## src/rtl/edge_event_pkg.sv

```systemverilog
// edge_event_pkg: shared widths and request-index encoding for the edge event arbiter
// Request index encoding: idx = ch*2 + is_fall, so even bits are rising edges and odd bits falling.
package edge_event_pkg;
   localparam int NUM_CH_DEF     = 4;
   localparam int FIFO_DEPTH_DEF = 4;
   localparam int TS_WIDTH_DEF   = 8;
   localparam int CHW_DEF        = $clog2(NUM_CH_DEF);
   localparam int CNTW_DEF       = $clog2(FIFO_DEPTH_DEF) + 1;
   localparam int DIR_W          = 1;
   function automatic int req_idx(int ch, bit is_fall);
      return ch * 2 + int'(is_fall);
   endfunction
   function automatic int req_ch(int idx);
      return idx / 2;
   endfunction
   function automatic bit req_fall(int idx);
      return (idx % 2) == 1;
   endfunction
   // single-step modular wrap; callers never exceed 2*n-1
   function automatic int req_wrap(int idx, int n);
      return idx >= n ? idx - n : idx;
   endfunction
endpackage

```

## src/rtl/edge_event_fifo.sv

```systemverilog
// edge_event_fifo: synchronous FIFO with occupancy count
// Ports: clk, reset_n (async active-low), push/din, pop/dout, full, empty, count (0..D).
// push while full and pop while empty are ignored; dout reads 0 while empty.
module edge_event_fifo
#(
   parameter int W = 8,
   parameter int D = 4
) (
   input  logic               clk,
   input  logic               reset_n,
   input  logic               push,
   input  logic [W-1:0]       din,
   input  logic               pop,
   output logic [W-1:0]       dout,
   output logic               full,
   output logic               empty,
   output logic [$clog2(D):0] count
);
   localparam int AW = $clog2(D);
   logic [W-1:0]  mem [D];
   logic [AW-1:0] wr_ptr, rd_ptr;
   logic          do_push, do_pop;
   assign full    = count == (AW+1)'(D);
   assign empty   = count == '0;
   assign do_push = push & ~full;
   assign do_pop  = pop & ~empty;
   assign dout    = empty ? '0 : mem[rd_ptr];
   always_ff @(posedge clk)
      if (do_push) mem[wr_ptr] <= din;
   always_ff @(posedge clk or negedge reset_n)
      if (!reset_n) begin
         wr_ptr <= '0;
         rd_ptr <= '0;
         count  <= '0;
      end else begin
         wr_ptr <= wr_ptr + AW'(do_push);
         rd_ptr <= rd_ptr + AW'(do_pop);
         count  <= count + (AW+1)'(do_push) - (AW+1)'(do_pop);
      end
endmodule

```

## src/rtl/edge_event_arbiter.sv

```systemverilog
// edge_event_arbiter: round-robin collection of per-channel edge pulses into an event FIFO
// Ports: clk, reset_n (async active-low); rise_in/fall_in per-channel edge pulses;
//   evt_valid/evt_ready handshake with evt_channel, evt_rising (and evt_timestamp) as FIFO head;
//   fifo_count occupancy; overflow sticky loss flag cleared by overflow_clr.
// Macro EDGE_EVENT_TS_EN adds a free-running stamp captured at grant and the evt_timestamp port.
module edge_event_arbiter
   import edge_event_pkg::*;
#(
   parameter int NUM_CH     = NUM_CH_DEF,
   parameter int FIFO_DEPTH = FIFO_DEPTH_DEF,
   parameter int TS_WIDTH   = TS_WIDTH_DEF
) (
   input  logic                        clk,
   input  logic                        reset_n,
   input  logic [NUM_CH-1:0]           rise_in,
   input  logic [NUM_CH-1:0]           fall_in,
   output logic                        evt_valid,
   input  logic                        evt_ready,
   output logic [$clog2(NUM_CH)-1:0]   evt_channel,
   output logic                        evt_rising,
`ifdef EDGE_EVENT_TS_EN
   output logic [TS_WIDTH-1:0]         evt_timestamp,
`endif
   output logic [$clog2(FIFO_DEPTH):0] fifo_count,
   output logic                        overflow,
   input  logic                        overflow_clr
);
   localparam int CHW = $clog2(NUM_CH);
   localparam int RW  = 2 * NUM_CH;
   localparam int RIW = $clog2(RW);
`ifdef EDGE_EVENT_TS_EN
   localparam int DW  = TS_WIDTH + CHW + DIR_W;
`else
   localparam int DW  = CHW + DIR_W;
`endif
   logic [RW-1:0]  pls, pend, gnt_oh, lost;
   logic [RIW-1:0] rr_ptr, gnt_idx;
   logic           gnt_ok, full, empty;
   logic [DW-1:0]  push_data, head;
   always_comb begin
      pls = '0;
      for (int c = 0; c < NUM_CH; c++) begin
         pls[RIW'(req_idx(c, 1'b0))] = rise_in[c];
         pls[RIW'(req_idx(c, 1'b1))] = fall_in[c];
      end
   end
   // scan downwards so the last hit is the first set bit at or after rr_ptr
   always_comb begin
      gnt_ok  = 1'b0;
      gnt_idx = rr_ptr;
      for (int i = RW - 1; i >= 0; i--)
         if (pend[RIW'(req_wrap(int'(rr_ptr) + i, RW))]) begin
            gnt_ok  = 1'b1;
            gnt_idx = RIW'(req_wrap(int'(rr_ptr) + i, RW));
         end
      gnt_ok = gnt_ok & ~full;
      gnt_oh = gnt_ok ? RW'(1) << gnt_idx : '0;
      lost   = pls & pend & ~gnt_oh;
   end
   // a fresh pulse re-arms a bit being granted in the same cycle
   always_ff @(posedge clk or negedge reset_n)
      if (!reset_n) begin
         pend     <= '0;
         rr_ptr   <= '0;
         overflow <= 1'b0;
      end else begin
         pend     <= (pend & ~gnt_oh) | pls;
         rr_ptr   <= gnt_ok ? RIW'(req_wrap(int'(gnt_idx) + 1, RW)) : rr_ptr;
         overflow <= |lost | (overflow & ~overflow_clr);
      end
`ifdef EDGE_EVENT_TS_EN
   logic [TS_WIDTH-1:0] ts;
   always_ff @(posedge clk or negedge reset_n)
      if (!reset_n) ts <= '0;
      else ts <= ts + 1'b1;
   assign push_data     = {ts, CHW'(req_ch(int'(gnt_idx))), ~req_fall(int'(gnt_idx))};
   assign evt_timestamp = head[DW-1 -: TS_WIDTH];
`else
   assign push_data = {CHW'(req_ch(int'(gnt_idx))), ~req_fall(int'(gnt_idx))};
`endif
   assign evt_valid                 = ~empty;
   assign {evt_channel, evt_rising} = head[CHW:0];
   edge_event_fifo #(.W(DW), .D(FIFO_DEPTH)) u_fifo (
      .clk     (clk),
      .reset_n (reset_n),
      .push    (gnt_ok),
      .din     (push_data),
      .pop     (evt_valid & evt_ready),
      .dout    (head),
      .full    (full),
      .empty   (empty),
      .count   (fifo_count)
   );
endmodule
```

## config.mk

```make
export PLATFORM = sky130hd
export DESIGN_NAME = edge_event_arbiter
export DESIGN_NICKNAME = d
export VERILOG_FILES = /design/src/rtl/edge_event_pkg.sv /design/src/rtl/edge_event_fifo.sv /design/src/rtl/edge_event_arbiter.sv
export SDC_FILE = /design/constraint.sdc
export NUM_CORES = 1
export LEC_CHECK = 0
export ABC_AREA = 1
export ABC_CLOCK_PERIOD_IN_PS = 4200
export CORE_ASPECT_RATIO = 1.25
export CORE_MARGIN = 2
export CORE_UTILIZATION = 50
export DETAILED_ROUTE_END_ITERATION = 10
export GPL_ROUTABILITY_DRIVEN = 0
export PLACE_DENSITY = 0.68
export SYNTH_ARGS = -nofsm -noshare
export SYNTH_HDL_FRONTEND = slang
export SYNTH_HIERARCHICAL = 1
export SYNTH_SLANG_ARGS = --single-unit
```

## constraint.sdc

```tcl
create_clock -name clk -period 4.2 [get_ports clk]
set_input_delay 0.42 -clock clk [delete_from_list [all_inputs] [get_ports clk]]
set_output_delay 0.42 -clock clk [all_outputs]
set_load 0.05 [all_outputs]
```

==> results_dict.tcl <==
set metrics [dict create \
    status "finished, final reports clean" \
    antenna_cells 0 \
    post_cts_buffers 0 \
    ioPinCount 20 \
    setup_slack_ns 0.869 \
    r2r_end "u_fifo/count[2]" \
    cts_buffers 5 \
    vias 1800 \
    clk_pin_slew_worst_paths_ns 0.06 \
    ys_types 32 \
    routed_wirelength_um 4280 \
    worstPathArrival_ns 3.49 \
    finalHoldViolations 0 \
    setup_violations 0 \
    hold_start "u_fifo/wr_ptr[1]" \
    overflow 0 \
    die_w_um 63.2 \
    finalMaxSlewViolations 0 \
    min_path_type "reg -> reg" \
    core.rowCount 26 \
    fin_crit_sh_pct 79.3 \
    critPathMaxStageDelay_ns 0.38 \
    num-nets-final 325 \
    core_area_um2 4160 \
    layout-drive-gt1-share_pct 13.5 \
    startpoint "rr_ptr[1]" \
    cp_max_fo 11 \
    synthCells 283 \
    synth_warnings 6 \
    fmax_mhz 300 \
    start_kind "register" \
    whs_ns 0.514 \
    synthesis.area_um2 2190 \
    final_common_cell "nand2_1" \
    dieArea_um2 4930 \
    whs_path_depth 1 \
    crit_family "simple AND/OR/NAND/NOR gates" \
    seq_area_frac_synth_pct 38.1 \
    dr.first_iter.drc_count 57 \
    slew_headroom_pct 43.0 \
    syn_to_final_growth_pct 12.2 \
    grt_usage_pct 19.9 \
    h-tree-depth 2 \
    ys_ff_latch 31 \
    fin_tns_setup_ns 0 \
    holdPathEnd "u_fifo/wr_ptr[1]" \
    reg2reg_depth 17 \
    antenna_left 0 \
    skew_ns 0.00369 \
    portBuffers 15 \
    tritoncts "built" \
    grt_pass1_wl_um 7760 \
    r2r_slack_ns 0.87 \
    die_y_um 78.0 \
    firstDrtPassIters 4 \
    drc_errors 0 \
    clkLatencyLatePin_ns 0.28 \
    clkSinkCount 31 \
    required_ns 4.36 \
    place_ws_ns 0.861 \
    synthFlopType "dfrtp_1" \
    synth_edf_count 12 \
    period_needed_ns 3.33 \
    wl_per_cell_um 11.9 \
    path_cells "inv_1 -> ha_1 -> inv_1 -> nand3_1 -> nand3_2 -> nand2_2 -> nor3_2 -> nand3_1 -> nand2_2 -> inv_1 -> inv_1 -> a21oi_4 -> nand2_1 -> nand2_2 -> ha_1 -> fa_1 -> xnor2_1" \
    synth-async-reset-ratio_pct 61.3 \
    cpMaxStageDelayCell "dfrtp_1" \
    r2r_start "rr_ptr[1]" \
    syn_area_per_cell_um2 7.75 \
    cts_hold_repair.buffers 0 \
    grt_antenna_before_repair 0 \
    rsz0062_at_grt "no" \
    dp_hpwl_um 3430 \
    grt_pass1_vias 1736 \
    synth_nets 306 \
    cts-root-buf "clkbuf_8" \
    viasPerCell 5.01 \
    cts_resized 0 \
    grt_max_degree 20 \
    crit_buf_inv 4 \
    path_class "reg -> reg" \
    initial_core_util_pct 52.6 \
    tightest_slew_ns 0.852 \
    worst_setup_path_end_kind "register" \
    cts_buffer_depth 2 \
    drv_cap 0 \
    worst_path_most_repeated_cell "inv_1" \
    mostFrequentLayoutCells "nand2_1, inv_1, nand3_1" \
]
worst reg2reg max path, stage by stage, from the launching register on:
cell     delay (ns)
dfrtp_1        0.38
inv_1          0.22
ha_1           0.37
inv_1          0.20
nand3_1        0.16
nand3_2        0.14
nand2_2        0.08
nor3_2         0.19
nand3_1        0.15
nand2_2        0.25
inv_1          0.11
inv_1          0.11
a21oi_4        0.05
nand2_1        0.08
nand2_2        0.05
ha_1           0.18
fa_1           0.37
xnor2_1        0.13
final cells by class:
type / instances / area (um^2)
fill: 405 / 1700
clock inverter: 1 / 5.00
inverter: 54 / 203
timing repair buffer: 17 / 165
multi-input combinational: 193 / 1100
sequential: 31 / 836
tap: 56 / 70.1
clock buffer: 7 / 76.3
Yosys cell counts (3+ instances only):
| library cell | instances | area, um^2 |
|---|---|---|
| inv_1 | 48 | 180 |
| a21boi_1 | 3 | 22.5 |
| edfxtp_1 | 12 | 360 |
| nor2_1 | 8 | 30.0 |
| nor2_4 | 3 | 33.8 |
| nand3_1 | 36 | 180 |
| buf_6 | 3 | 33.8 |
| a21oi_1 | 10 | 50.1 |
| nand2_2 | 10 | 62.6 |
| nand2_1 | 76 | 285 |
| inv_2 | 6 | 22.5 |
| ha_1 | 10 | 125 |
| dfrtp_1 | 19 | 475 |
| xor2_1 | 3 | 26.3 |
| o21ai_0 | 5 | 25.0 |
| a21o_1 | 3 | 22.5 |
| nand3_2 | 8 | 80.1 |
state kept, by name, summed over array words and instances, names as in the netlist:
name	cells
rr_ptr	3
u_fifo/mem	12
u_fifo/rd_ptr	2
u_fifo/wr_ptr	2
overflow	1
pend	8
u_fifo/count	3
worst max path at each step:
| stage | to | slack [ns] | cells after the start |
|---|---|---|---|
| floorplan | u_fifo/count[2] | 1.13 | 19 |
| detailed placement | u_fifo/count[2] | 0.86 | 17 |
| global route | overflow | 0.41 | 21 |
| CTS | u_fifo/count[2] | 0.84 | 17 |
| finish | u_fifo/count[2] | 0.87 | 17 |
| global placement | u_fifo/count[2] | 0.84 | 17 |
per-layer routing:
metal	GRT usage, %	share of wire [%]	up-vias
li1	-	-	933
met4	7.17	2.1	0
met3	3.15	2.6	11
met2	37.6	53	25
met5	0	0	-
met1	22.4	42	831
logic make-up (layout without fill, tap and decap cells):
logic type / after synthesis / count (layout) / synth area share [%]
AND/OR/NAND/NOR: 146 / 146 / 32.6
flip-flops: 31 / 31 / 38.1
AO/OA/AOI/OAI: 31 / 31 / 9.13
buffers and inverters: 59 / 79 / 11.5
adder cells (fa/ha/maj): 11 / 11 / 6.62
XOR/XNOR: 5 / 5 / 2.00
metrics by stage:
| stage | cells | util, % | instance area (um^2) |
|---|---|---|---|
| after CTS | 359 | 59.1 | 2460 |
| after detailed placement | 351 | 57.1 | 2380 |
| final | 359 | 59.1 | 2460 |
| after global placement | 351 | 57.1 | 2380 |
| after global routing | 359 | 59.1 | 2460 |
| after floorplan | 283 | - | 2190 |
Power is left out: the tool's default activity adds up to more than one toggle a clock period on the data nets, which glitch-free logic cannot reach.
